**config.mk**
```make
export PLATFORM = sky130hd
export DESIGN_NAME = mono_sample_decimator
export DESIGN_NICKNAME = d
export VERILOG_FILES = /design/src/rtl/mono_sample_decimator.sv
export SDC_FILE = /design/constraint.sdc
export NUM_CORES = 1
export LEC_CHECK = 0
export CAP_MARGIN = 5
export CORE_ASPECT_RATIO = 0.6
export CORE_MARGIN = 2
export CORE_UTILIZATION = 45
export CTS_CLUSTER_SIZE = 10
export DETAILED_ROUTE_END_ITERATION = 7
export PLACE_DENSITY = 0.69
export RECOVER_POWER = 25
export SLEW_MARGIN = 10
export SYNTH_ARGS = -nofsm -noshare
export SYNTH_HDL_FRONTEND = slang
export SYNTH_SLANG_ARGS = --single-unit
```
**constraint.sdc**
```tcl
create_clock -name clk -period 3.8 [get_ports clk]
set_clock_uncertainty 0.05 [all_clocks]
set_input_delay 1.14 -clock clk [delete_from_list [all_inputs] [get_ports clk]]
set_output_delay 1.14 -clock clk [all_outputs]
set_load 0.05 [all_outputs]
```
**src/rtl/mono_sample_decimator.sv**
```systemverilog
// Averaging decimator for the mono audio stream. It collects non-overlapping
// windows of 2^DECIM_LOG2 samples and emits the window mean, floored, into the
// sample FIFO together with the peak magnitude seen in that window. When the
// FIFO is full at the moment a window completes, that window is dropped and
// counted.
module mono_sample_decimator #(
    parameter int DATA_WIDTH   = 32,
    parameter int SAMPLE_WIDTH = 24,
    parameter int DECIM_LOG2   = 2,
    parameter int OVF_WIDTH    = 16
) (
    input  logic                    clk,
    input  logic                    resetn,
    input  logic                    enable,
    input  logic                    in_valid,
    input  logic [DATA_WIDTH-1:0]   in_sample,
    input  logic                    fifo_full,
    output logic                    out_valid,
    output logic [DATA_WIDTH-1:0]   out_sample,
    output logic [SAMPLE_WIDTH-1:0] window_peak,
    output logic [OVF_WIDTH-1:0]    overflow_count
);

    // The accumulator needs DECIM_LOG2 guard bits so a full window of
    // extreme samples cannot wrap. With DECIM_LOG2 = 0 the counter still
    // needs one bit to be a legal vector; it simply never advances.
    localparam int ACC_W = SAMPLE_WIDTH + DECIM_LOG2;
    localparam int CNT_W = (DECIM_LOG2 > 0) ? DECIM_LOG2 : 1;

    // |v| in unsigned SAMPLE_WIDTH bits; the most negative value maps to
    // 2^(SAMPLE_WIDTH-1) exactly, which fits as an unsigned number.
    function automatic logic [SAMPLE_WIDTH-1:0] magnitude(
        input logic signed [SAMPLE_WIDTH-1:0] v
    );
        logic [SAMPLE_WIDTH-1:0] u;
        u = v;
        magnitude = u[SAMPLE_WIDTH-1] ? (~u + SAMPLE_WIDTH'(1)) : u;
    endfunction

    // Arithmetic shift floors toward minus infinity; the result always fits
    // back into the sample width because it is a mean of sample values.
    function automatic logic signed [SAMPLE_WIDTH-1:0] window_mean(
        input logic signed [ACC_W-1:0] total
    );
        window_mean = SAMPLE_WIDTH'(total >>> DECIM_LOG2);
    endfunction

    // Place a sample back at the top of the data word with zero padding.
    function automatic logic [DATA_WIDTH-1:0] justify(
        input logic signed [SAMPLE_WIDTH-1:0] v
    );
        justify = '0;
        justify[DATA_WIDTH-1 -: SAMPLE_WIDTH] = v;
    endfunction

    // Counter that sticks at all-ones instead of wrapping.
    function automatic logic [OVF_WIDTH-1:0] sat_inc(
        input logic [OVF_WIDTH-1:0] v
    );
        sat_inc = (&v) ? v : v + OVF_WIDTH'(1);
    endfunction

    logic signed [ACC_W-1:0]        acc;
    logic [CNT_W-1:0]               cnt;
    logic [SAMPLE_WIDTH-1:0]        pk;

    logic signed [SAMPLE_WIDTH-1:0] s_p0;
    logic [SAMPLE_WIDTH-1:0]        mag_p0;
    logic signed [ACC_W-1:0]        sum_p0;
    logic [SAMPLE_WIDTH-1:0]        peak_p0;
    logic                           accept_p0;
    logic                           last_p0;
    logic                           done_p0;
    logic                           unused_low;

    // ---- stage p0: sample extraction and window arithmetic (combinational)
    assign s_p0      = in_sample[DATA_WIDTH-1 -: SAMPLE_WIDTH];
    assign mag_p0    = magnitude(s_p0);
    assign sum_p0    = acc + ACC_W'(s_p0);
    assign peak_p0   = (mag_p0 > pk) ? mag_p0 : pk;
    assign accept_p0 = enable & in_valid;
    assign last_p0   = (DECIM_LOG2 == 0) ? 1'b1 : (cnt == '1);
    assign done_p0   = accept_p0 & last_p0;

    // Pad bits below the sample field carry no information.
    assign unused_low = ^in_sample;

    // Window state: accumulate, track peak, restart on completion or disable.
    always_ff @(posedge clk or negedge resetn) begin
        if (!resetn) begin
            acc <= '0;
            cnt <= '0;
            pk  <= '0;
        end else if (!enable) begin
            acc <= '0;
            cnt <= '0;
            pk  <= '0;
        end else if (in_valid) begin
            if (last_p0) begin
                acc <= '0;
                cnt <= '0;
                pk  <= '0;
            end else begin
                acc <= sum_p0;
                cnt <= cnt + CNT_W'(1);
                pk  <= peak_p0;
            end
        end
    end

    // ---- stage p1: registered emission toward the FIFO, or drop accounting
    always_ff @(posedge clk or negedge resetn) begin
        if (!resetn) begin
            out_valid      <= 1'b0;
            out_sample     <= '0;
            window_peak    <= '0;
            overflow_count <= '0;
        end else begin
            out_valid <= 1'b0;
            if (done_p0) begin
                if (!fifo_full) begin
                    out_valid   <= 1'b1;
                    out_sample  <= justify(window_mean(sum_p0));
                    window_peak <= peak_p0;
                end else begin
                    overflow_count <= sat_inc(overflow_count);
                end
            end
        end
    end

endmodule

```
==> metrics.txt <==
core area=15,300 µm²; Setup crit start kind=input pin; critical path class=input pin to flop; antenna-violating nets left=0; TritonRoute pass-1 iters=4; outcome=complete, but fails checks; reg2reg start=acc[0]; share of layout cells above drive strength 1=a little over a quarter; first-pass GRT wire length=between 30,000 and 40,000 µm; Cell variety after synth=61; drt wl/cell=between 15 and 20 µm; Syn. warnings=0; Initial Util=45.8%; unrepaired setup endpoints after global routing=yes; Clock Pin Slew Worst Setup and Hold Paths=approximately 0.06 ns; area delta synth->final=46.7%; Mapped Cells=about 730; DP Area=about 8900 µm²; syn avg cell area=between 9 and 10 µm²; # diodes=0; H-tree levels=4; violated checks=setup timing; Rows=35; fin crit share=115%; Main synth FF type=dfrtp_1; Chip Height=101 µm; Slew Viols, Final=0; relative slew slack=approximately 13%; CTS Root Cell=clkbuf_16; Seq/Total Area, Yosys=a little over two fifths; Hold WC Path Type=flop to flop; final WL=23,100 µm; Die W=165 µm; largest net degree at the start of global routing=between 50 and 60; Tmin final=around 4.4 ns; CTS tree=done; vias in the first global route=between 6,000 and 7,000; PnR worst setup slack=-0.557 ns; Worst Hold Slack=between 0.4 and 0.5 ns; most frequent cells in the layout=121 x buf_4, 117 x dfrtp_1, 105 x nand2_1; slowest stage cell, crit path=or4_4; CTS Buf Count=17; final hold violation count=0; worst setup path startpoint=in_sample[8]; IO buf count=93; Crit. End Element=flop; Mapped Area=6990 µm²; Seq cells post-synth=between 100 and 150; dpl hpwl=15,900 µm; Setup violations, final=between 40 and 50; most common cell after layout, fill and taps aside=buf_4; fin util=67.1%; Final Cell Area=10,300 µm²; GRT overflow=0; critical path's largest stage delay=~0.54 ns; Peak VDD IR=roughly 0.00034 V; CTS max path bufs=2; required time worst endpoint=about 4.1 ns; GRT Total Usage=between 20 and 30%; DR iter-0 viols=436; critical path cell sequence=dlygate4sd2_1 -> buf_4 -> nor4_4 -> nand2_4 -> nand2_2 -> xnor2_2 -> ha_1 -> nand4_1 -> buf_4 -> a2111oi_4 -> or4_4 -> a21oi_4 -> buf_12 -> buf_6 -> nor2_4 -> buf_12 -> a22o_1; DRC Markers=0; Max-cap violations=0; Max Clk Rate=roughly 230 MHz; io pins=110; total vias in the final route=6,560; DIE AREA=between 15,000 and 20,000 µm²; worst skew pair latency=0.42 ns; Power Density=slightly below 500 nW/µm²; Slew @ Worst Pin=1.31 ns; min-delay src=out_sample[24]; FFs w/ async S/R, synth=100%; LEAKAGE=between 4 and 5 nW; nets=between 1,000 and 1,500; Critical Path Fanout Max=8; critical path arrival=between 4 and 5 ns; vias per inst=5.60; EDFF count, synth=0; antenna violations before repair=0; # clock sinks=approximately 120; gp weighted congestion=around 0.96
==> worst max-delay path, delay by kind of cell <==
family,cells,cell delay (ns)
fa+ha+maj,1,0.33
compound gates,3,0.45
buf+inv,6,1.05
simple gates,6,1.42
xor+xnor,1,0.17
==> layout make-up <==
| class | instances | area, µm² |
|---|---|---|
| Inverter | 31 | 116 |
| Multi-Input combinational cell | 561 | 4330 |
| Timing Repair Buffer | 228 | 2000 |
| Clock inverter | 14 | 203 |
| Fill cell | 1153 | 5020 |
| Clock buffer | 17 | 425 |
| Tap cell | 203 | 254 |
| Sequential cell | 117 | 2930 |
==> what timing repair did <==
action / 4_1_cts / 5_1_grt
buffers inserted: 18 / 13
cloned: 2 / 2
pin swaps: 32 / 37
hold buffers: 0 / 0
endpoints found under the setup margin: 52 / 52
gates resized for setup: 87 / 53
==> synthesized netlist by cell type, types with 18 or more instances <==
cell type,instances,area share (%)
nand3_1,18,1.3
nand2_1,113,6.1
nor2_1,19,1.0
a22o_1,27,3.4
o21ai_0,74,5.3
mux2i_1,25,3.6
a21oi_1,35,2.5
ha_1,52,9.3
dfrtp_1,117,42
xnor2_1,44,5.5
inv_1,31,1.7
o21ai_1,20,1.4
clkbuf_1,22,1.2
==> power breakdown <==
group | total (mW) | internal, mW | switching (mW)
registers | 1.48 | 1.38 | 0.0991
clock network | 1.74 | 1.10 | 0.637
logic | 1.78 | 0.761 | 1.02
==> sequential cells by signal (all words and copies together) (netlist names) <==
register / count
overflow_count: 16
out_valid: 1
pk: 24
window_peak: 24
acc: 26
cnt: 2
out_sample: 24
==> final timing paths <==
path	endpoint	slack [ns]	cells past startpoint
min in group asynchronous	window_peak[10]	0.94	1
setup reg to reg	out_sample[28]	0.94	9
hold / removal	out_sample[24]	0.43	2
hold reg to reg	out_sample[24]	0.43	2
setup / recovery	pk[13]	-0.56	17
max in group asynchronous	pk[14]	0.92	2
==> per-stage QoR <==
stage / power [mW] / TNS, ns / setup slack (ns) / std cells
2_1_floorplan: 2.44 / -20.68 / -0.468 / 741
3_3_place_gp: 3.00 / -60.06 / -1.16 / 1107
3_5_place_dp: 3.03 / -65.43 / -1.29 / 1107
4_1_cts: 4.90 / -16.86 / -0.403 / 1158
5_1_grt: 5.23 / -27.33 / -0.600 / 1171
6_report: 5.00 / -24.94 / -0.557 / 1171
==> cells by family after synthesis <==
logic type | count (synthesis) | share of synthesized area, %
muxes | 26 | 3.74
buffers and inverters | 67 | 4.78
and+or+nand+nor | 198 | 13.3
adders and majority gates | 53 | 9.59
AOI/OAI and AO/OA | 211 | 19.0
other | 1 | 0.0536
DFF | 117 | 41.9
xor gates and xnor gates | 61 | 7.64
==> metal layers <==
metal | global-route usage, % | vias up | routed length (µm)
li1 | - | 3066 | -
met1 | 41.2 | 3218 | 10900
met2 | 42.8 | 245 | 10600
met3 | 5.68 | 31 | 1280
met4 | 6.02 | 0 | 367
met5 | 0 | - | 0
No activity file was read; power rests on OpenSTA's default activity.
